--- src/rtl/ksa_mp_add_ctrl.sv ---
`default_nettype none
// +----------------------------------------------------------------------------+
// | Module : ksa_mp_add_ctrl                                                   |
// | Desc   : Multi-precision add/sub, one N-bit Kogge-Stone adder time-shared  |
// |          over W slices, LSB slice first, with valid/ready handshakes.      |
// | Rev    : 1.0 - initial release                                             |
// +----------------------------------------------------------------------------+

module ksa_prefix_adder #(
  parameter int N = 16
) (
  input  logic [N-1:0] a,
  input  logic [N-1:0] b,
  input  logic         ci,
  output logic [N-1:0] s,
  output logic         co
);
  localparam int c_L = (N > 1) ? $clog2(N) : 0;

  logic [N-1:0] w_g [0:c_L];
  logic [N-1:0] w_p [0:c_L];
  logic         w_unused_p;

  // Carry-in is folded into bit 0's generate, so group generates are carries.
  generate
    for (genvar i = 0; i < N; i++) begin : g_bit
      assign w_p[0][i] = a[i] ^ b[i];
      if (i == 0) begin : g_lsb
        assign w_g[0][i] = (a[i] & b[i]) | ((a[i] ^ b[i]) & ci);
      end else begin : g_oth
        assign w_g[0][i] = a[i] & b[i];
      end
    end

    for (genvar l = 0; l < c_L; l++) begin : g_lvl
      for (genvar i = 0; i < N; i++) begin : g_node
        if (i >= (1 << l)) begin : g_comb
          assign w_g[l+1][i] = w_g[l][i] | (w_p[l][i] & w_g[l][i-(1<<l)]);
          assign w_p[l+1][i] = w_p[l][i] & w_p[l][i-(1<<l)];
        end else begin : g_pass
          assign w_g[l+1][i] = w_g[l][i];
          assign w_p[l+1][i] = w_p[l][i];
        end
      end
    end

    for (genvar i = 0; i < N; i++) begin : g_sum
      if (i == 0) begin : g_s0
        assign s[i] = w_p[0][i] ^ ci;
      end else begin : g_si
        assign s[i] = w_p[0][i] ^ w_g[c_L][i-1];
      end
    end
  endgenerate

  assign co = w_g[c_L][N-1];

  always_comb begin
    w_unused_p = 1'b0;
    for (int l = 0; l <= c_L; l++) w_unused_p = w_unused_p ^ (^w_p[l]);
  end
endmodule

module ksa_mp_add_ctrl #(
  parameter int N = 16,
  parameter int W = 4
) (
  input  logic           clk,
  input  logic           rst_n,
  input  logic           in_valid,
  output logic           in_ready,
  input  logic [N*W-1:0] op_a,
  input  logic [N*W-1:0] op_b,
  input  logic           op_sub,
  input  logic           cin,
  output logic           out_valid,
  input  logic           out_ready,
  output logic [N*W-1:0] sum,
  output logic           cout,
  output logic           ovf
);
  localparam int c_CW  = (W > 1) ? $clog2(W) : 1;
  localparam int c_MSB = N*W - 1;

  typedef enum logic [1:0] {
    S_IDLE = 2'd0,
    S_RUN  = 2'd1,
    S_DONE = 2'd2
  } state_t;

  state_t          r_state;
  logic [c_CW-1:0] r_cnt;
  logic            r_carry;
  logic [N*W-1:0]  r_a;
  logic [N*W-1:0]  r_b;
  logic [N*W-1:0]  r_sum;
  logic            r_cout;
  logic            r_ovf;

  logic [N-1:0]    w_a_s;
  logic [N-1:0]    w_b_s;
  logic [N-1:0]    w_s;
  logic            w_co;
  logic            w_last;

  always_comb begin
    w_a_s = '0;
    w_b_s = '0;
    for (int i = 0; i < W; i++) begin
      if (int'(r_cnt) == i) begin
        w_a_s = r_a[i*N +: N];
        w_b_s = r_b[i*N +: N];
      end
    end
  end

  assign w_last = (int'(r_cnt) == W - 1);

  ksa_prefix_adder #(.N(N)) u_adder (
    .a  (w_a_s),
    .b  (w_b_s),
    .ci (r_carry),
    .s  (w_s),
    .co (w_co)
  );

  always_ff @(posedge clk or negedge rst_n) begin
    if (!rst_n) begin
      r_state <= S_IDLE;
      r_cnt   <= '0;
      r_carry <= 1'b0;
      r_a     <= '0;
      r_b     <= '0;
      r_sum   <= '0;
      r_cout  <= 1'b0;
      r_ovf   <= 1'b0;
    end else begin
      case (r_state)
        S_IDLE: begin
          if (in_valid) begin
            r_a     <= op_a;
            r_b     <= op_sub ? ~op_b : op_b;
            r_carry <= op_sub ? 1'b1 : cin;
            r_cnt   <= '0;
            r_state <= S_RUN;
          end
        end
        S_RUN: begin
          for (int i = 0; i < W; i++) begin
            if (int'(r_cnt) == i) r_sum[i*N +: N] <= w_s;
          end
          r_carry <= w_co;
          if (w_last) begin
            r_cout  <= w_co;
            r_ovf   <= (r_a[c_MSB] == r_b[c_MSB]) && (w_s[N-1] != r_a[c_MSB]);
            r_cnt   <= '0;
            r_state <= S_DONE;
          end else begin
            r_cnt <= r_cnt + 1'b1;
          end
        end
        S_DONE: begin
          if (out_ready) r_state <= S_IDLE;
        end
        default: r_state <= S_IDLE;
      endcase
    end
  end

  assign in_ready  = (r_state == S_IDLE);
  assign out_valid = (r_state == S_DONE);
  assign sum       = r_sum;
  assign cout      = r_cout;
  assign ovf       = r_ovf;
endmodule

`default_nettype wire

--- config.mk ---
export PLATFORM = sky130hd
export DESIGN_NAME = ksa_mp_add_ctrl
export DESIGN_NICKNAME = d
export VERILOG_FILES = /design/src/rtl/ksa_mp_add_ctrl.sv
export SDC_FILE = /design/constraint.sdc
export NUM_CORES = 1
export LEC_CHECK = 0
export ABC_AREA = 1
export CORE_MARGIN = 8
export CORE_UTILIZATION = 50
export DETAILED_ROUTE_END_ITERATION = 12
export PLACE_DENSITY = 0.88
export SYNTH_ARGS = -nofsm -noshare
export SYNTH_HDL_FRONTEND = slang
export SYNTH_SLANG_ARGS = --single-unit
--- constraint.sdc ---
create_clock -name clk -period 3.9 [get_ports clk]
set_input_delay 0.78 -clock clk [delete_from_list [all_inputs] [get_ports clk]]
set_output_delay 0.78 -clock clk [all_outputs]
set_load 0.01 [all_outputs]
# == Word-level counts from Yosys, hierarchy flattened ==
# Index checks and enable logic that the tools add are counted.
# word_totals
output_inout_bits,68
in_bits,134
regBits,199
word_cells,235
# classes
mux,19
reduce_logical,11
bitwise,183
addsub,1
n_eq_ne,10
# ops
operator,count
$mux 16,8
$and 1x1->1,100
$mux 64,1
$not 64->64,1
$or 1x1->1,50
$xor 1x1->1,32
$reduce_and 2->1,6
$mux 2,5
$eq 2x2->1 const B,3
$pmux 2 s3,1
$eq 2x1->1 const B,2
$logic_not 2->1,2
$ne 2x2->1 const B,2
$pmux 2 s2,1
$reduce_and 3->1,1
$add 2x1->2 const B,1
$mux 1,2
$ne 2x1->1 const B,1
$pmux 1 s2,1
$reduce_bool 2->1,1
$eq 1x1->1,1
$logic_and 1x1->1,1
$ne 1x1->1,1

# == Logic depth before layout (Yosys ltp) ==
# Gate-level depths: netlist of the first run.
# logic_depth
depth_word,17
depth_mapped,22
depth_no_buf,22

# == Modules after synthesis ==
# From an unflattened synthesis of the first run, not the netlist that was laid out.
# hier_totals
hier_cells,1336
area_unflattened_um2,10462.5
# by_module_without_submodules
mod,n_inst,area_per_inst_um2,seq_area_each_um2,cells_per_inst
ksa_mp_add_ctrl,1,9476.6,4979.8,1148
ksa_prefix_adder,1,985.9,0.0,188

# == Worst setup path after synthesis of the first run ==
# OpenSTA, ideal clock, no wires.
# synth_timing
path_type,reg-to-reg
from,reg r_cnt[0]
to,reg r_sum[58] (netlist: sum[58])
path_slack_ns,0.780
arrival_ns,2.997
setup_ns,0.122
synth_period_minus_slack_ns,3.120
n_path_buf,2
t_required_ns,3.778
path_stages_with_launch,18
path_cell_list,dfrtp_1 -> ha_1 -> buf_2 -> nor2_2 -> buf_2 -> a22oi_1 -> o21ai_0 -> o21ai_0 -> fa_1 -> fa_1 -> o21ai_2 -> nand2_1 -> nand2_2 -> nand2_1 -> nand2_1 -> nand2_1 -> nand2_1 -> o21ai_1
# synth_between
elab_chain_cells,14
elab_cells_between_ends,62
classes_between,3 x eq/ne; 8 x mux; 49 x bitwise; 2 x reduce/logical
# synth_rtl
element,line_no,source
"start, declared",92,logic [c_CW-1:0] r_cnt;
"start signal, assigned",159,r_cnt <= r_cnt + 1'b1;
$logic_not 2->1,110,if (int'(r_cnt) == i) begin
$mux 16 (4 in a row),110,
$xor 1x1->1 or $and 1x1->1 (tied branches),"27, 31",
$and 1x1->1,38,assign w_g[l+1][i] = w_g[l][i] | (w_p[l][i] & w_g[l][i-(1<<l)]);
$or 1x1->1,38,
$and 1x1->1,38,
$or 1x1->1,38,
$and 1x1->1,38,
$or 1x1->1 (2 in a row),38,
$xor 1x1->1,51,assign s[i] = w_p[0][i] ^ w_g[c_L][i-1];
"end, declared",96,logic [N*W-1:0] r_sum;
# Several ways; a longest one is shown, not always the timed one.
# A chain may end at the register's enable or synchronous reset.

# == Worst setup path after layout of the first run ==
# layout_timing
from,reg r_cnt[0]
to,reg r_sum[57] (netlist: sum[57])
# Same word-level chain as after synthesis.

==> summary.txt, run 1 <==
Status
  – Status: finished, final reports clean

Floorplanning
  – Core area: 19500 sq um
  – Die area: 24500 sq um
  – Initial core utilization: 0.508
  – Row cnt: 51
  – I/O pins: 202
  – Die Ht: 157 um
  – Die W: 157 um

Timing
  – Hold_ws: 450 ps
  – Setup violators final: 0
  – TNS Setup: 0 ps
  – Final Skew: 10.1 ps
  – Final Critical Period: 3420 ps
  – Peak Freq: 292 MHz
  – Setup slack after layout: 475 ps
  – Unrepaired setup endpoints after global routing: no
  – Hold Vio Cnt, Final: 0
  – Final Slew Violations: 0
  – Fin crit share: 0.878
  – Relative slew margins: 0.341
  – Worst slew pin tran: 989 ps

Clocking
  – Worst skew pair latency: 440 ps
  – Setup Buffers After CTS: 0
  – H-tree depth: 4
  – Clk slew on worst S/H paths: around 70 ps
  – Clk sinks: 199
  – Root Buffer: clkbuf_16
  – CTS buffer count: 17
  – Hold-fix buffers, CTS: 0
  – Post-cts sizing count: 0
  – CTS tree: yes
  – Clock Path Buffers: 2

Logic synthesis
  – Yosys reg bits: 199
  – Mux contribution to synthesized area: 0
  – EDFF count, synth: 0
  – Cell count after synthesis: 1155
  – Post-synth ARST share: 1.00
  – Cell variety after synth: 36
  – Post-synthesis compound-gate area fraction: 0.132
  – Register area share after synthesis: 0.504
  – Cell area after synthesis: 9890 sq um
  – Synth Area in Adders: 0.0281
  – Synth Flop Type: dfrtp_1
  – Synth warn: 0
  – Mean Syn Cell Area: 8.56 sq um
  – Synth Area in Simple Gates: 0.215
  – Post-Syn Nets: 1310
  – XOR/XNOR Fraction of Synth Area: 0.0662
  – Largest family of logic cells by synthesized area: simple AND/OR/NAND/NOR gates

Layout
  – Layout Nets: 1479
  – Inserted Diodes: 0
  – Final non-filler cell total: ~1600
  – Most common cell after layout, fill and taps aside: nand2_1
  – Area growth from synthesis to final layout: 26.7%
  – Share of cells above drive strength 1: 0.0643
  – Final design area excluding fillers: 12500 sq um
  – Most frequent cells in the layout: nand2_1, dfrtp_1, clkdlybuf4s50_1
  – Fin util: 0.644

Route
  – DRC: 0
  – Vias per inst: 5.33
  – Routed len/inst: 16.9 um
  – Drt pass-1 iters: 5
  – Via count: 8542
  – Antenna Nets Post-Route: 0
  – 1st-iter DRT viols: 639
  – Routed WL: 27100 um

Power
  – P_sw: 5.66 mW
  – Part of the power in registers: 0.305
  – Sw Ratio: 0.468
  – PD cells: 965 nW/um^2
  – Internal Power: 6.42 mW
  – Total power draw: between 10 and 15 mW
  – Maximum vdd drop: 0.478 mV
  – Clock share of power: 0.138
  – Combinational Power Share: 0.557
  – Leak pwr: 5.91 nW

Global route
  – Total global-route track usage: 0.226
  – Initial antenna violation count: 0
  – Grt total ovfl: 0
  – Largest net degree at the start of global routing: 194
  – First-pass GRT wire length: about 44000 um
  – Vias in the first global route: 8386

Placed design
  – Global placer's final weighted congestion: 0.907
  – Port bufs: 201
  – Placed Cells: 1570
  – DP HPWL: 20400 um
  – Pre-CTS setup slack: between 500 and 600 ps
  – Placed inst area: around 12000 sq um

Worst setup path
  – R2R Path End: sum[57]
  – Worst r2r src: r_cnt[0]
  – Critical path type: register to register
  – Reg2reg setup slack: 480 ps
  – Worst Setup EP: sum[57]
  – Arrival @ worst endpoint: 3730 ps
  – Critical path capture point type: register
  – R2r worst-path depth: 18
  – CP Launch Point: r_cnt[0]
  – CP max FO: 30
  – Critical path startpoint category: register
  – CP required: 4200 ps

Run
  – Max-cap violations: 0

Min path
  – Class of the worst hold path: primary input to asynchronous set/reset pin
cells by family (layout without fill, tap and decap cells):
family / Yosys count / in the layout
AOI/OAI and AO/OA: 233 / 233
xor gates and xnor gates: 73 / 73
adders and majority gates: 21 / 21
buffers and inverters: 100 / 282
DFF: 199 / 199
and+or+nand+nor: 529 / 529
layout make-up:
type,instances,area [sq um]
Sequential cell,199,4980
Tap cell,265,332
Timing Repair Buffer,214,2150
Clock buffer,18,439
Inverter,36,138
Fill cell,1557,6940
Multi-Input combinational cell,856,4380
Clock inverter,14,115
flip-flops by register name, summed over array words and instances (netlist names):
register and count:
r_state 2, r_b 64, cout 1, r_carry 1, ovf 1, sum 64
r_cnt 2, r_a 64
synth_stat cells, drive strengths merged, types with 3 or more instances:
cell / instances / area share
clkbuf: 20 / 0.0076
xnor2: 73 / 0.066
ha: 19 / 0.024
nand3b: 3 / 0.0027
nand2: 456 / 0.17
nand3: 20 / 0.010
a22o: 16 / 0.014
inv: 36 / 0.014
a221oi: 3 / 0.0027
nor2: 47 / 0.026
buf: 44 / 0.033
o21ai: 129 / 0.069
a22oi: 6 / 0.0046
a21oi: 75 / 0.039
dfrtp: 199 / 0.50
how the worst min path moves through the flow:
| stage | to | cells after the start | start |
|---|---|---|---|
| 2_1_floorplan | r_a[46] | 2 | r_a[46] |
| 3_3_place_gp | sum[2] | 2 | sum[2] |
| 3_5_place_dp | sum[2] | 2 | sum[2] |
| 4_1_cts | sum[19] | 1 | rst_n |
| 5_1_grt | r_a[17] | 2 | r_a[17] |
| 6_report | sum[3] | 1 | rst_n |
layer usage:
metal,part of all wire,up-vias,track usage
met2,0.45,381,0.347
li1,-,4060,-
met3,0.083,46,0.0485
met4,0.026,0,0.0847
met5,0,-,0
met1,0.44,4055,0.309
critical path, stage by stage (launching register included):
cell	delay [ps]
dfrtp_1	420
inv_1	100
ha_1	140
inv_1	100
nor2_2	150
buf_4	350
nand2_1	140
a21oi_1	240
a21oi_1	100
a21oi_1	180
ha_1	310
a21oi_1	160
nand2_1	120
nand2_1	90
nand2_2	70
nand2_1	60
nand2_1	80
xnor2_2	380
o21ai_2	70
power groups by stage:
stage / clock, mW / sequential [mW] / combinational, mW
floorplan: 0 / 3.64 / 4.43
global placement: 0 / 3.67 / 6.47
detailed placement: 0 / 3.69 / 6.65
CTS: 1.68 / 3.67 / 6.70
global route: 1.77 / 3.78 / 7.47
finish: 1.67 / 3.69 / 6.73
(Power assumes the default switching activity.)
==> run 2, diff against run 1 <==
--- a/config.mk
+++ b/config.mk
@@ -6,10 +6,10 @@
 export NUM_CORES = 1
 export LEC_CHECK = 0
 export ABC_AREA = 1
-export CORE_MARGIN = 8
 export CORE_UTILIZATION = 50
 export DETAILED_ROUTE_END_ITERATION = 12
 export PLACE_DENSITY = 0.88
+export SLEW_MARGIN = 25
 export SYNTH_ARGS = -nofsm -noshare
 export SYNTH_HDL_FRONTEND = slang
 export SYNTH_SLANG_ARGS = --single-unit
==> summary.txt, run 2 (same netlist as run 1, synthesis figures left out) <==
Global route
  – Grt total ovfl: 0 (unchanged)
  – Total global-route track usage: 0.267 (+0.0412)
  – Initial antenna violation count: 0 (unchanged)
  – Vias in the first global route: 7938 (-5.3%)
  – Largest net degree at the start of global routing: 97 (-50%)
  – First-pass GRT wire length: 41300 um (-5.4%)

Route
  – Via count: 8592 (+0.59%)
  – Routed WL: 26300 um (-2.9%)
  – Drt pass-1 iters: 5 (unchanged)
  – Vias per inst: 5.37 (+0.65%)
  – 1st-iter DRT viols: 801 (+25%)
  – DRC: 0 (unchanged)
  – Routed len/inst: 16.4 um (-2.8%)
  – Antenna Nets Post-Route: 0 (unchanged)

Clocking
  – Setup Buffers After CTS: 0 (unchanged)
  – CTS tree: yes
  – Hold-fix buffers, CTS: 0 (unchanged)
  – Clock Path Buffers: 2 (unchanged)
  – Root Buffer: clkbuf_16
  – Clk slew on worst S/H paths: 70 ps (about the same)
  – Worst skew pair latency: 440 ps (about the same)
  – Clk sinks: 199 (unchanged)
  – CTS buffer count: 17 (unchanged)
  – H-tree depth: 4 (unchanged)
  – Post-cts sizing count: 0 (unchanged)

Power
  – Total power draw: 12.3 mW (+1.7%)
  – PD cells: 978 nW/um^2 (+1.3%)
  – Leak pwr: 5.92 nW (+0.27%)
  – Maximum vdd drop: 0.672 mV (+41%)

Min path
  – Class of the worst hold path: primary input to asynchronous set/reset pin

Placed design
  – Placed Cells: 1569 (-0.064%)
  – Placed inst area: 12000 sq um (about the same)
  – Port bufs: 201 (unchanged)
  – Global placer's final weighted congestion: 0.934 (+3.0%)
  – Pre-CTS setup slack: 463 ps (-132 ps)
  – DP HPWL: 19400 um (-5.0%)

Layout
  – Fillers: 1565 (+0.51%)
  – Layout Nets: 1478 (-0.068%)
  – Share of cells above drive strength 1: 0.0629 (-0.00145)
  – Final design area excluding fillers: 12600 sq um (+0.41%)
  – Fin util: 0.648 (+0.00476)
  – Most frequent cells in the layout: nand2_1, dfrtp_1, clkdlybuf4s50_1
  – Most common cell after layout, fill and taps aside: nand2_1
  – Inserted Diodes: 0 (unchanged)
  – Final non-filler cell total: 1601 (-0.062%)
  – Area growth from synthesis to final layout: 27.2%

Timing
  – TNS Setup: 0 ps (unchanged)
  – Peak Freq: 277 MHz (-5.0%)
  – Hold_ws: 416 ps (-34.1 ps)
  – Final Slew Violations: 0 (unchanged)
  – Final Critical Period: 3600 ps (+180 ps)
  – Setup violators final: 0 (unchanged)
  – Setup slack after layout: 295 ps (-180 ps)
  – Hold Vio Cnt, Final: 0 (unchanged)
  – Worst slew pin tran: 977 ps (-11.5 ps)
  – Final Skew: 12.6 ps (+2.55 ps)
  – Fin crit share: 0.924 (+0.0461)
  – Unrepaired setup endpoints after global routing: no
  – Relative slew margins: 0.348 (+0.00766)

Floorplanning
  – I/O pins: 202 (unchanged)
  – Die area: 20300 sq um (-17%)
  – Die W: 143 um (-8.9%)
  – Core area: 19400 sq um (-0.33%)
  – Row cnt: 51 (unchanged)
  – Die Ht: 143 um (-8.9%)
  – Initial core utilization: 0.510 (+0.00167)

Worst setup path
  – Cell chain of the critical path: inv_1, ha_1, inv_1, nor2_2, buf_4, nand2_1, a21oi_1, a21oi_1, a21oi_1, ha_1, a21oi_1, o21a_1, nand2_1, xnor2_1, o21ai_1
  – Critical Path Slowest Stage Cell: dfrtp_1
  – Arrival @ worst endpoint: 3890 ps (+160 ps)
  – R2R Path End: sum[40]
  – Critical path capture point type: register
  – CP max stage delay: 430 ps (about the same)
  – Worst r2r src: r_cnt[0]
  – Critical path type: register to register
  – Crit path max-delay family: compound AO/OA/AOI/OAI gates
  – Top cell by count, worst path: a21oi_1
  – Crit path buffers/inverters: 3 (unchanged)
  – Critical path startpoint category: register
  – CP required: 4180 ps (-20 ps)
  – R2r worst-path depth: 15 (-3)
  – CP max FO: 30 (unchanged)
  – Reg2reg setup slack: 300 ps (-180 ps)

Status
  – Status: finished, final reports clean

Run
  – Max-cap violations: 0 (unchanged)
-- run 2: cell types whose count changed in the layout (fill, tap and decap cells not counted) --
cell	delta
bufinv_16	+3
clkinvlp_4	-2
inv_8	-2
buf_12	-1
clkbuf_1	+1
clkbuf_8	-1
clkinv_2	-1
clkinv_8	+1
inv_6	+1
nand2_4	-1
nand2_8	+1
-- run 2: worst max path at each step --
stage              from      end  slack [ps]  depth (start not counted)
5_1_grt        r_cnt[1]  sum[40]         140                         15
6_report       r_cnt[0]  sum[40]         300                         15
3_3_place_gp   r_cnt[0]  sum[40]         660                         15
2_1_floorplan  r_cnt[0]  sum[58]         780                         17
3_5_place_dp   r_cnt[0]  sum[40]         460                         15
4_1_cts        r_cnt[0]  sum[40]         340                         15
-- run 2: area by class of cell --
class | count | area [sq um] | share of cell area
flip-flops and latches | 199 | 4980 | 0.396
multi-input cells | 856 | 4380 | 0.349
repair buffers | 213 | 2130 | 0.169
clock buffers | 18 | 429 | 0.0341
well taps | 265 | 332 | 0.0264
clock inverters | 14 | 188 | 0.0149
inverters | 36 | 138 | 0.0109
-- run 2: where the power goes --
part           leakage, nW  internal, mW  switching, mW
Combinational         3.14          2.52           4.26
Clock                0.301          1.03          0.809
Sequential            2.49          3.05          0.633
-- run 2: routing by layer --
metal  vias to the layer above  global-route usage  wire length [um]
li1                       4072                   -                 -
met3                        57              0.0580              2170
met5                         -                   0                 0
met4                         0              0.0900               690
met2                       440               0.423             12200
met1                      4023               0.365             11200
==> run 3, diff against run 2 <==
--- a/config.mk
+++ b/config.mk
@@ -6,9 +6,10 @@
 export NUM_CORES = 1
 export LEC_CHECK = 0
 export ABC_AREA = 1
+export CORE_ASPECT_RATIO = 0.9
 export CORE_UTILIZATION = 50
 export DETAILED_ROUTE_END_ITERATION = 12
-export PLACE_DENSITY = 0.88
+export PLACE_DENSITY = 0.78
 export SLEW_MARGIN = 25
 export SYNTH_ARGS = -nofsm -noshare
 export SYNTH_HDL_FRONTEND = slang
==> summary.txt, run 3 (same netlist as run 1, synthesis figures left out) <==
Status
  – Status: finished, final reports clean

Power
  – Internal Power: 6.50 mW (-1.5%)
  – PD cells: 965 nW/um^2 (-1.3%)
  – Combinational Power Share: 0.555 (+0.004)
  – Leak pwr: 5.92 nW (about the same)
  – P_sw: 5.59 mW (-2.0%)
  – Clock share of power: 0.143 (-0.006)
  – Sw Ratio: 0.462 (-0.00118)
  – Maximum vdd drop: 0.534 mV (-21%)
  – Total power draw: 12.1 mW (-1.7%)
  – Part of the power in registers: 0.302 (+0.002)

Worst setup path
  – Crit path max-delay family: adder cells
  – Top cell by count, worst path: nand2_1
  – Cell chain of the critical path: inv_1, ha_1, inv_1, nor2_2, buf_4, a22oi_1, o21ai_0, o21ai_0, fa_1, fa_1, o21ai_2, nand2_1, nand2_2, nand2_1, nand2_1, nand2_1, nand2_1, o21ai_1
  – Critical Path Slowest Stage Cell: fa_1
  – CP max stage delay: 510 ps (+80 ps)
  – Critical path type: register to register
  – CP max FO: 16 (-47%)
  – Critical path startpoint category: register
  – Critical path capture point type: register
  – Arrival @ worst endpoint: 3830 ps (-60 ps)
  – CP required: 4200 ps (+20 ps)
  – Crit path buffers/inverters: 3 (unchanged)

Min path
  – Class of the worst hold path: primary input to asynchronous set/reset pin

Timing
  – Relative slew margins: 0.330 (-0.0185)
  – Hold Vio Cnt, Final: 0 (unchanged)
  – Peak Freq: 283 MHz (+2.1%)
  – Final Critical Period: 3530 ps (-72.4 ps)
  – Setup violators final: 0 (unchanged)
  – Worst slew pin tran: 1010 ps (+27.7 ps)
  – Final Slew Violations: 0 (unchanged)
  – Unrepaired setup endpoints after global routing: no
  – Final Skew: 10.4 ps (-2.22 ps)
  – TNS Setup: 0 ps (unchanged)
  – Fin crit share: 0.906 (-0.0186)

Placed design
  – Global placer's final weighted congestion: 0.890 (-4.7%)
  – Port bufs: 201 (unchanged)
  – Placed inst area: 12000 sq um (about the same)
  – DP HPWL: 18800 um (-3.0%)

Route
  – Drt pass-1 iters: 6 (+1)
  – Antenna Nets Post-Route: 0 (unchanged)
  – Routed len/inst: 16.2 um (-1.3%)
  – DRC: 0 (unchanged)
  – Routed WL: 25800 um (-2.0%)
  – 1st-iter DRT viols: 774 (-3.4%)
  – Via count: 8391 (-2.3%)
  – Vias per inst: 5.28 (-1.7%)

Clocking
  – H-tree depth: 4 (unchanged)
  – Worst skew pair latency: 440 ps (about the same)
  – Hold-fix buffers, CTS: 0 (unchanged)
  – Clk slew on worst S/H paths: 70 ps (about the same)
  – Setup Buffers After CTS: 0 (unchanged)
  – Root Buffer: clkbuf_16
  – Clk sinks: 199 (unchanged)
  – CTS tree: yes
  – Post-cts sizing count: 0 (unchanged)
  – Clock Path Buffers: 2 (unchanged)
  – CTS buffer count: 17 (unchanged)

Layout
  – Layout Nets: 1482 (+0.27%)
  – Area growth from synthesis to final layout: 26.6%
  – Most frequent cells in the layout: nand2_1, dfrtp_1, clkdlybuf4s50_1
  – Fin util: 0.650 (+0.00125)
  – Inserted Diodes: 0 (unchanged)
  – Final design area excluding fillers: 12500 sq um (-0.43%)
  – Most common cell after layout, fill and taps aside: nand2_1
  – Share of cells above drive strength 1: 0.0657 (+0.00280)

Global route
  – Largest net degree at the start of global routing: 89 (-8.2%)
  – Grt total ovfl: 0 (unchanged)
  – Vias in the first global route: 7807 (-1.7%)
  – Total global-route track usage: 0.267 (-0.000705)
  – Initial antenna violation count: 0 (unchanged)
  – First-pass GRT wire length: 41200 um (-0.18%)

Floorplanning
  – Initial core utilization: 0.513 (+0.00318)
  – I/O pins: 202 (unchanged)
  – Die W: 150 um (+5.3%)
  – Row cnt: 48 (-5.9%)
  – Die area: 20300 sq um (about the same)
  – Core area: 19300 sq um (-0.62%)
  – Die Ht: 135 um (-5.1%)

Run
  – Max-cap violations: 0 (unchanged)
run 3: layer usage:
layer / track usage / wire length (um) / vias to the layer above
met5: 0 / 0 / -
li1: - / - / 4072
met2: 0.395 / 11500 / 364
met4: 0.0724 / 461 / 0
met1: 0.398 / 11900 / 3920
met3: 0.0519 / 1950 / 35
run 3: worst paths after layout:
| path | startpoint | endpoint | slack [ps] | cells after the start |
|---|---|---|---|---|
| max | r_cnt[0] | sum[58] | 370 | 18 |
| min | rst_n | sum[35] | 350 | 1 |
| max reg2reg | r_cnt[0] | sum[58] | 370 | 18 |
| min reg2reg | sum[50] | sum[50] | 480 | 2 |
| max in group asynchronous | rst_n | r_a[41] | 2710 | 2 |
| min in group clk | sum[50] | sum[50] | 480 | 2 |
run 3: layout make-up:
class                      instances  area [sq um]
inverter                          36           138
clock inverter                    12           116
fill                            1595          6750
tap                              250           313
sequential                       199          4980
multi-input combinational        856          4380
timing repair buffer             217          2150
clock buffer                      20           457
run 3: metrics by stage:
step	hold WS (ps)	worst slack, ps	std cells
after floorplan	444	780	1155
after global placement	458	508	1558
after detailed placement	461	396	1558
after CTS	374	390	1590
after global routing	383	103	1590
final	347	368	1590
run 3: power groups by stage:
stage | Sequential (mW) | Combinational [mW] | Clock (mW)
after floorplan | 3.64 | 4.43 | 0
final | 3.65 | 6.71 | 1.73
after global placement | 3.63 | 6.50 | 0
after detailed placement | 3.66 | 6.65 | 0
after CTS | 3.64 | 6.69 | 1.75
after global routing | 3.74 | 7.46 | 1.82
run 3: worst reg2reg max path, delay by kind of cell (launching register included):
family	cells	cell delay, ps
compound gates	5	740
simple gates	7	690
buf+inv	3	460
flops	1	420
fa+ha+maj	3	1090
